### config.mk
export PLATFORM = sky130hd
export DESIGN_NAME = uart_tx_unit
export DESIGN_NICKNAME = d
export VERILOG_FILES = /design/src/rtl/uart_tx_unit.sv
export SDC_FILE = /design/constraint.sdc
export NUM_CORES = 1
export LEC_CHECK = 0
export BUFFER_PORTS_ARGS = -buffer_cell sky130_fd_sc_hd__buf_2
export CORE_ASPECT_RATIO = 1.4
export CORE_MARGIN = 5
export CORE_UTILIZATION = 30
export CTS_CLUSTER_SIZE = 14
export DETAILED_ROUTE_END_ITERATION = 16
export PLACE_DENSITY = 0.56
export SLEW_MARGIN = 0
export SYNTH_ARGS = -nofsm -noshare
export SYNTH_HDL_FRONTEND = slang
export SYNTH_SLANG_ARGS = --single-unit
### constraint.sdc
create_clock -name clock -period 2.4 [get_ports clock]
set_input_delay 0.48 -clock clock [delete_from_list [all_inputs] [get_ports clock]]
set_output_delay 0.48 -clock clock [all_outputs]
set_load 0.005 [all_outputs]
### src/rtl/uart_tx_unit.sv
// UART transmitter: start bit, LSB-first data, optional parity, stop bit(s), with its own baud divider.
// Define UART_TX_HOLD_REG_EN to add a one-entry holding register for gapless back-to-back frames.
module uart_tx_unit #(
  parameter int DATA_BITS = 8,
  parameter int PARITY_EN = 1,
  parameter int STOP_BITS = 1,
  parameter int CLK_FREQ  = 50_000_000
) (
  input  logic                 clock,
  input  logic                 reset_n,
  input  logic                 send,
  input  logic [DATA_BITS-1:0] data_in,
  input  logic [1:0]           parity_type,
  input  logic [1:0]           baud_rate,
  output logic                 data_tx,
  output logic                 ready,
  output logic                 active_flag,
  output logic                 done_flag
);

  localparam int DIV_2400  = CLK_FREQ / 2400;
  localparam int DIV_4800  = CLK_FREQ / 4800;
  localparam int DIV_9600  = CLK_FREQ / 9600;
  localparam int DIV_19200 = CLK_FREQ / 19200;
  localparam int CNT_W     = (DIV_2400 > 1) ? $clog2(DIV_2400) : 1;
  localparam int BIT_W     = $clog2(DATA_BITS + STOP_BITS);

  typedef enum logic [2:0] {IDLE, START, DATA, PARITY, STOP} state_t;

  state_t               state;
  logic [CNT_W-1:0]     baud_cnt;
  logic [CNT_W-1:0]     div_last;
  logic [BIT_W-1:0]     bit_cnt;
  logic [DATA_BITS-1:0] shift;
  logic [DATA_BITS-1:0] next_shift;
  logic [DATA_BITS-1:0] launch_data;
  logic [1:0]           launch_parity;
  logic [1:0]           launch_baud;
  logic                 parity_bit;
  logic                 accept;
  logic                 bit_end;
  logic                 frame_end;
  logic                 launch;

  // The counter runs 0..DIV-1, so the last count of a bit is DIV-1.
  function automatic logic [CNT_W-1:0] div_last_for(input logic [1:0] sel);
    case (sel)
      2'b00:   div_last_for = CNT_W'(DIV_2400 - 1);
      2'b01:   div_last_for = CNT_W'(DIV_4800 - 1);
      2'b10:   div_last_for = CNT_W'(DIV_9600 - 1);
      default: div_last_for = CNT_W'(DIV_19200 - 1);
    endcase
  endfunction

  function automatic logic parity_for(input logic [DATA_BITS-1:0] d, input logic [1:0] pt);
    case (pt)
      2'b10:   parity_for = ^d;
      2'b01:   parity_for = ~^d;
      default: parity_for = 1'b1;
    endcase
  endfunction

  assign accept     = send & ready;
  assign bit_end    = (baud_cnt == div_last);
  assign frame_end  = (state == STOP) && bit_end && (bit_cnt == BIT_W'(STOP_BITS - 1));
  assign next_shift = shift >> 1;

`ifdef UART_TX_HOLD_REG_EN
  logic                 hold_valid;
  logic [DATA_BITS-1:0] hold_data;
  logic [1:0]           hold_parity;
  logic [1:0]           hold_baud;

  // A held word always launches at frame end; otherwise a fresh word launches when the shifter frees up.
  assign ready         = ~hold_valid;
  assign launch        = hold_valid ? frame_end : (accept && ((state == IDLE) || frame_end));
  assign launch_data   = hold_valid ? hold_data : data_in;
  assign launch_parity = hold_valid ? hold_parity : parity_type;
  assign launch_baud   = hold_valid ? hold_baud : baud_rate;

  always_ff @(posedge clock or negedge reset_n) begin
    if (!reset_n) begin
      hold_valid  <= 1'b0;
      hold_data   <= '0;
      hold_parity <= '0;
      hold_baud   <= '0;
    end else if (launch && hold_valid) begin
      hold_valid <= 1'b0;
    end else if (accept && !launch) begin
      hold_valid  <= 1'b1;
      hold_data   <= data_in;
      hold_parity <= parity_type;
      hold_baud   <= baud_rate;
    end
  end
`else
  assign ready         = ~active_flag;
  assign launch        = accept;
  assign launch_data   = data_in;
  assign launch_parity = parity_type;
  assign launch_baud   = baud_rate;
`endif

  // Frame sequencer; a launch overrides the frame-end return to IDLE so frames can chain.
  always_ff @(posedge clock or negedge reset_n) begin
    if (!reset_n) begin
      state       <= IDLE;
      baud_cnt    <= '0;
      div_last    <= '0;
      bit_cnt     <= '0;
      shift       <= '0;
      parity_bit  <= 1'b0;
      data_tx     <= 1'b1;
      active_flag <= 1'b0;
      done_flag   <= 1'b0;
    end else begin
      done_flag <= 1'b0;
      if (state != IDLE) begin
        baud_cnt <= bit_end ? '0 : baud_cnt + CNT_W'(1);
      end
      case (state)
        START: begin
          if (bit_end) begin
            state   <= DATA;
            bit_cnt <= '0;
            data_tx <= shift[0];
          end
        end
        DATA: begin
          if (bit_end) begin
            shift <= next_shift;
            if (bit_cnt == BIT_W'(DATA_BITS - 1)) begin
              bit_cnt <= '0;
              if (PARITY_EN != 0) begin
                state   <= PARITY;
                data_tx <= parity_bit;
              end else begin
                state   <= STOP;
                data_tx <= 1'b1;
              end
            end else begin
              bit_cnt <= bit_cnt + BIT_W'(1);
              data_tx <= next_shift[0];
            end
          end
        end
        PARITY: begin
          if (bit_end) begin
            state   <= STOP;
            bit_cnt <= '0;
            data_tx <= 1'b1;
          end
        end
        STOP: begin
          if (frame_end) begin
            state       <= IDLE;
            bit_cnt     <= '0;
            active_flag <= 1'b0;
            done_flag   <= 1'b1;
          end else if (bit_end) begin
            bit_cnt <= bit_cnt + BIT_W'(1);
          end
        end
        default: ;
      endcase
      if (launch) begin
        state       <= START;
        baud_cnt    <= '0;
        bit_cnt     <= '0;
        div_last    <= div_last_for(launch_baud);
        shift       <= launch_data;
        parity_bit  <= parity_for(launch_data, launch_parity);
        data_tx     <= 1'b0;
        active_flag <= 1'b1;
      end
    end
  end

endmodule

==> flow_metrics.tcl <==
set metrics [dict create \
    status "finished, final reports clean" \
    wirelength_mm 5.36 \
    hp-class "input port to asynchronous set/reset pin" \
    synth-edff-count 0 \
    synth.distinct_cells 39 \
    nNetsFinal 320 \
    fillers 809 \
    syn-cell-area_sq_mm 0.00248 \
    ant_nets 0 \
    critPathArrivalTime_ps 2440 \
    antenna_cells 0 \
    die_h_um 118 \
    via_count 1889 \
    firstDrtPassIters 4 \
    clk_latency_ps 280 \
    root_buffer "clkbuf_16" \
    yosys_register_bits 43 \
    area_delta_synth_final_pct 16.0 \
    port-buffer-count 18 \
    slew_headroom_pct 65.0 \
    final_cell_mix "52 x nand2_1, 42 x dfrtp_1, 30 x nor2_1" \
    cts.clk_slew.worst_paths_ps 70 \
    worst_pin_slew_ps 525 \
    post_cts_resized 0 \
    dieArea_sq_mm 0.0102 \
    max_cap_viol_count 0 \
    grt_start_max_net_pins 30 \
    end_kind "flip-flop" \
    finalHoldViolations 0 \
    peakVddDrop_v 0.000301 \
    clock_skew_ps 5.70 \
    via_per_inst 4.76 \
    synth_nets 293 \
    fin_hold_ws_ps 165 \
    cts_tree "built" \
    drtIter0Drc 95 \
    cts_buffers 5 \
    period_needed_ps 2270 \
    grt_pass1_vias 1957 \
    worstPathMaxFanout 8 \
    critPathRequiredTime_ps 2570 \
    synthArstFlopShare_pct 100 \
    synth_top_area_share_pct 42.3 \
    rows 39 \
    cts_buffer_depth 2 \
    final_common_cell "nand2_1" \
    io_pins 19 \
    synth_area_leader_cell "dfrtp_1" \
    grt_pass1_wl_mm 9.16 \
    fin_setup_tns_ps 0 \
    drc 0 \
    min_period_over_period_pct 94.8 \
    track_usage_pct 11.1 \
    coreArea_sq_mm 0.00815 \
    gr-total-overflow 0 \
    maxSlewViolCount 0 \
    syn_area_per_cell_sq_um 9.31 \
    antenna_found_initial 0 \
    path_class "flip-flop to flip-flop" \
    ctsHoldBuffers 0 \
    hpwl_mm 4.04 \
    yosys_warnings 0 \
    rsz0062_at_grt "no" \
    htree_levels 2 \
    initial_core_util_pct 30.5 \
    leakage_nw 1.36 \
    postCtsSetupRepairBufs 0 \
    max_freq_ghz 0.440 \
    cts.sinks 43 \
    powerDensity_mw_per_mm2 789 \
    dieWidth_um 86.9 \
    setup_viol 0 \
    wl_per_cell_um 13.5 \
    startpoint_type "flip-flop" \
    final_layout_size_suffix_gt1_share_pct 16.9 \
    synthCells 267 \
    ys.flop_type "dfrtp_1" \
    yosysSeqAreaShare_pct 43.4 \
    place_congestion 0.771 \
    synth_area_leaders "dfrtp_1 42%, nand2_1 7.9%, xnor2_1 6.7%, ha_1 5.5%, nor2_1 4.5%" \
]
-- where the power goes --
part	leakage [nW]	switching [mW]	internal (mW)	total [mW]
Clock	0.0658	0.293	0.384	0.677
Sequential	0.546	0.159	0.854	1.01
Combinational	0.746	0.312	0.273	0.585
Total	1.36	0.764	1.51	2.27
-- routing by layer --
metal	global-route usage (%)	vias up	part of all wire, %
met1	12.7	903	43
li1	-	952	-
met3	1.89	9	2.1
met5	0	-	0
met4	3.80	0	1.9
met2	20.1	25	53
-- sequential cells by signal (all words and copies together) (netlist names) --
signal and count:
active_flag 1, baud_cnt 15, bit_cnt 4, data_tx 1, div_last 9, done_flag 1, parity_bit 1, shift 8
state 3
-- cell type report --
type	count	area (sq um)	area share, %
repair buffers	27	158	5.47
flip-flops and latches	43	1080	37.4
clock buffers	5	125	4.34
inverters	13	48.8	1.69
well taps	102	128	4.43
clock inverters	3	20.0	0.694
multi-input cells	204	1330	46.0
-- synthesized netlist by cell type, drive strengths merged (2+ instances only) --
library cell / count
nand2: 52
dfrtp: 42
nor2: 30
xnor2: 19
nand3: 14
inv: 13
ha: 11
xor2: 11
a21oi: 10
o21ai: 8
mux2: 7
nand4: 6
clkbuf: 5
and3: 4
mux2i: 4
a31oi: 3
nor3: 3
or3: 3
buf: 2
nand2b: 2
o2111ai: 2
o22ai: 2
o31ai: 2
-- worst max-delay path, stage by stage (launching register included) --
cell,delay (ps)
dfrtp_1,420
or3_4,410
a2111oi_4,420
nand3_4,120
o31a_1,420
mux2_4,360
-- worst paths after layout --
path,startpoint,to,slack [ps],cells after the start
max in group asynchronous,reset_n,data_tx,1590,2
worst max-delay path,baud_cnt[7],shift[3],130,5
worst max register to register,baud_cnt[7],shift[3],130,5
worst min-delay path,reset_n,baud_cnt[5],160,1
min in group clock,data_in[7],shift[7],460,2
worst min register to register,data_tx,data_tx,500,2
-- cell families (layout without fill, tap and decap cells) --
group | Yosys count | after routing | synth area share (%)
simple gates | 119 | 119 | 22.4
flops | 43 | 43 | 43.4
compound gates | 33 | 33 | 8.96
xor+xnor | 30 | 30 | 10.6
buf+inv | 20 | 48 | 3.37
fa+ha+maj | 11 | 11 | 5.54
mux | 11 | 11 | 5.84
-- per-stage QoR --
stage               util, %  instances  cell area, sq um  setup WS, ps  total power [mW]
detailed placement     33.6        389              2740           115              1.62
global route           35.4        397              2880          37.6              2.42
finish                 35.4        397              2880           125              2.27
CTS                    35.4        397              2880           102              2.30
floorplan                 -        267              2480           166              1.42
global placement       33.6        389              2740           166              1.61
Power figures use the tool's default switching activity.
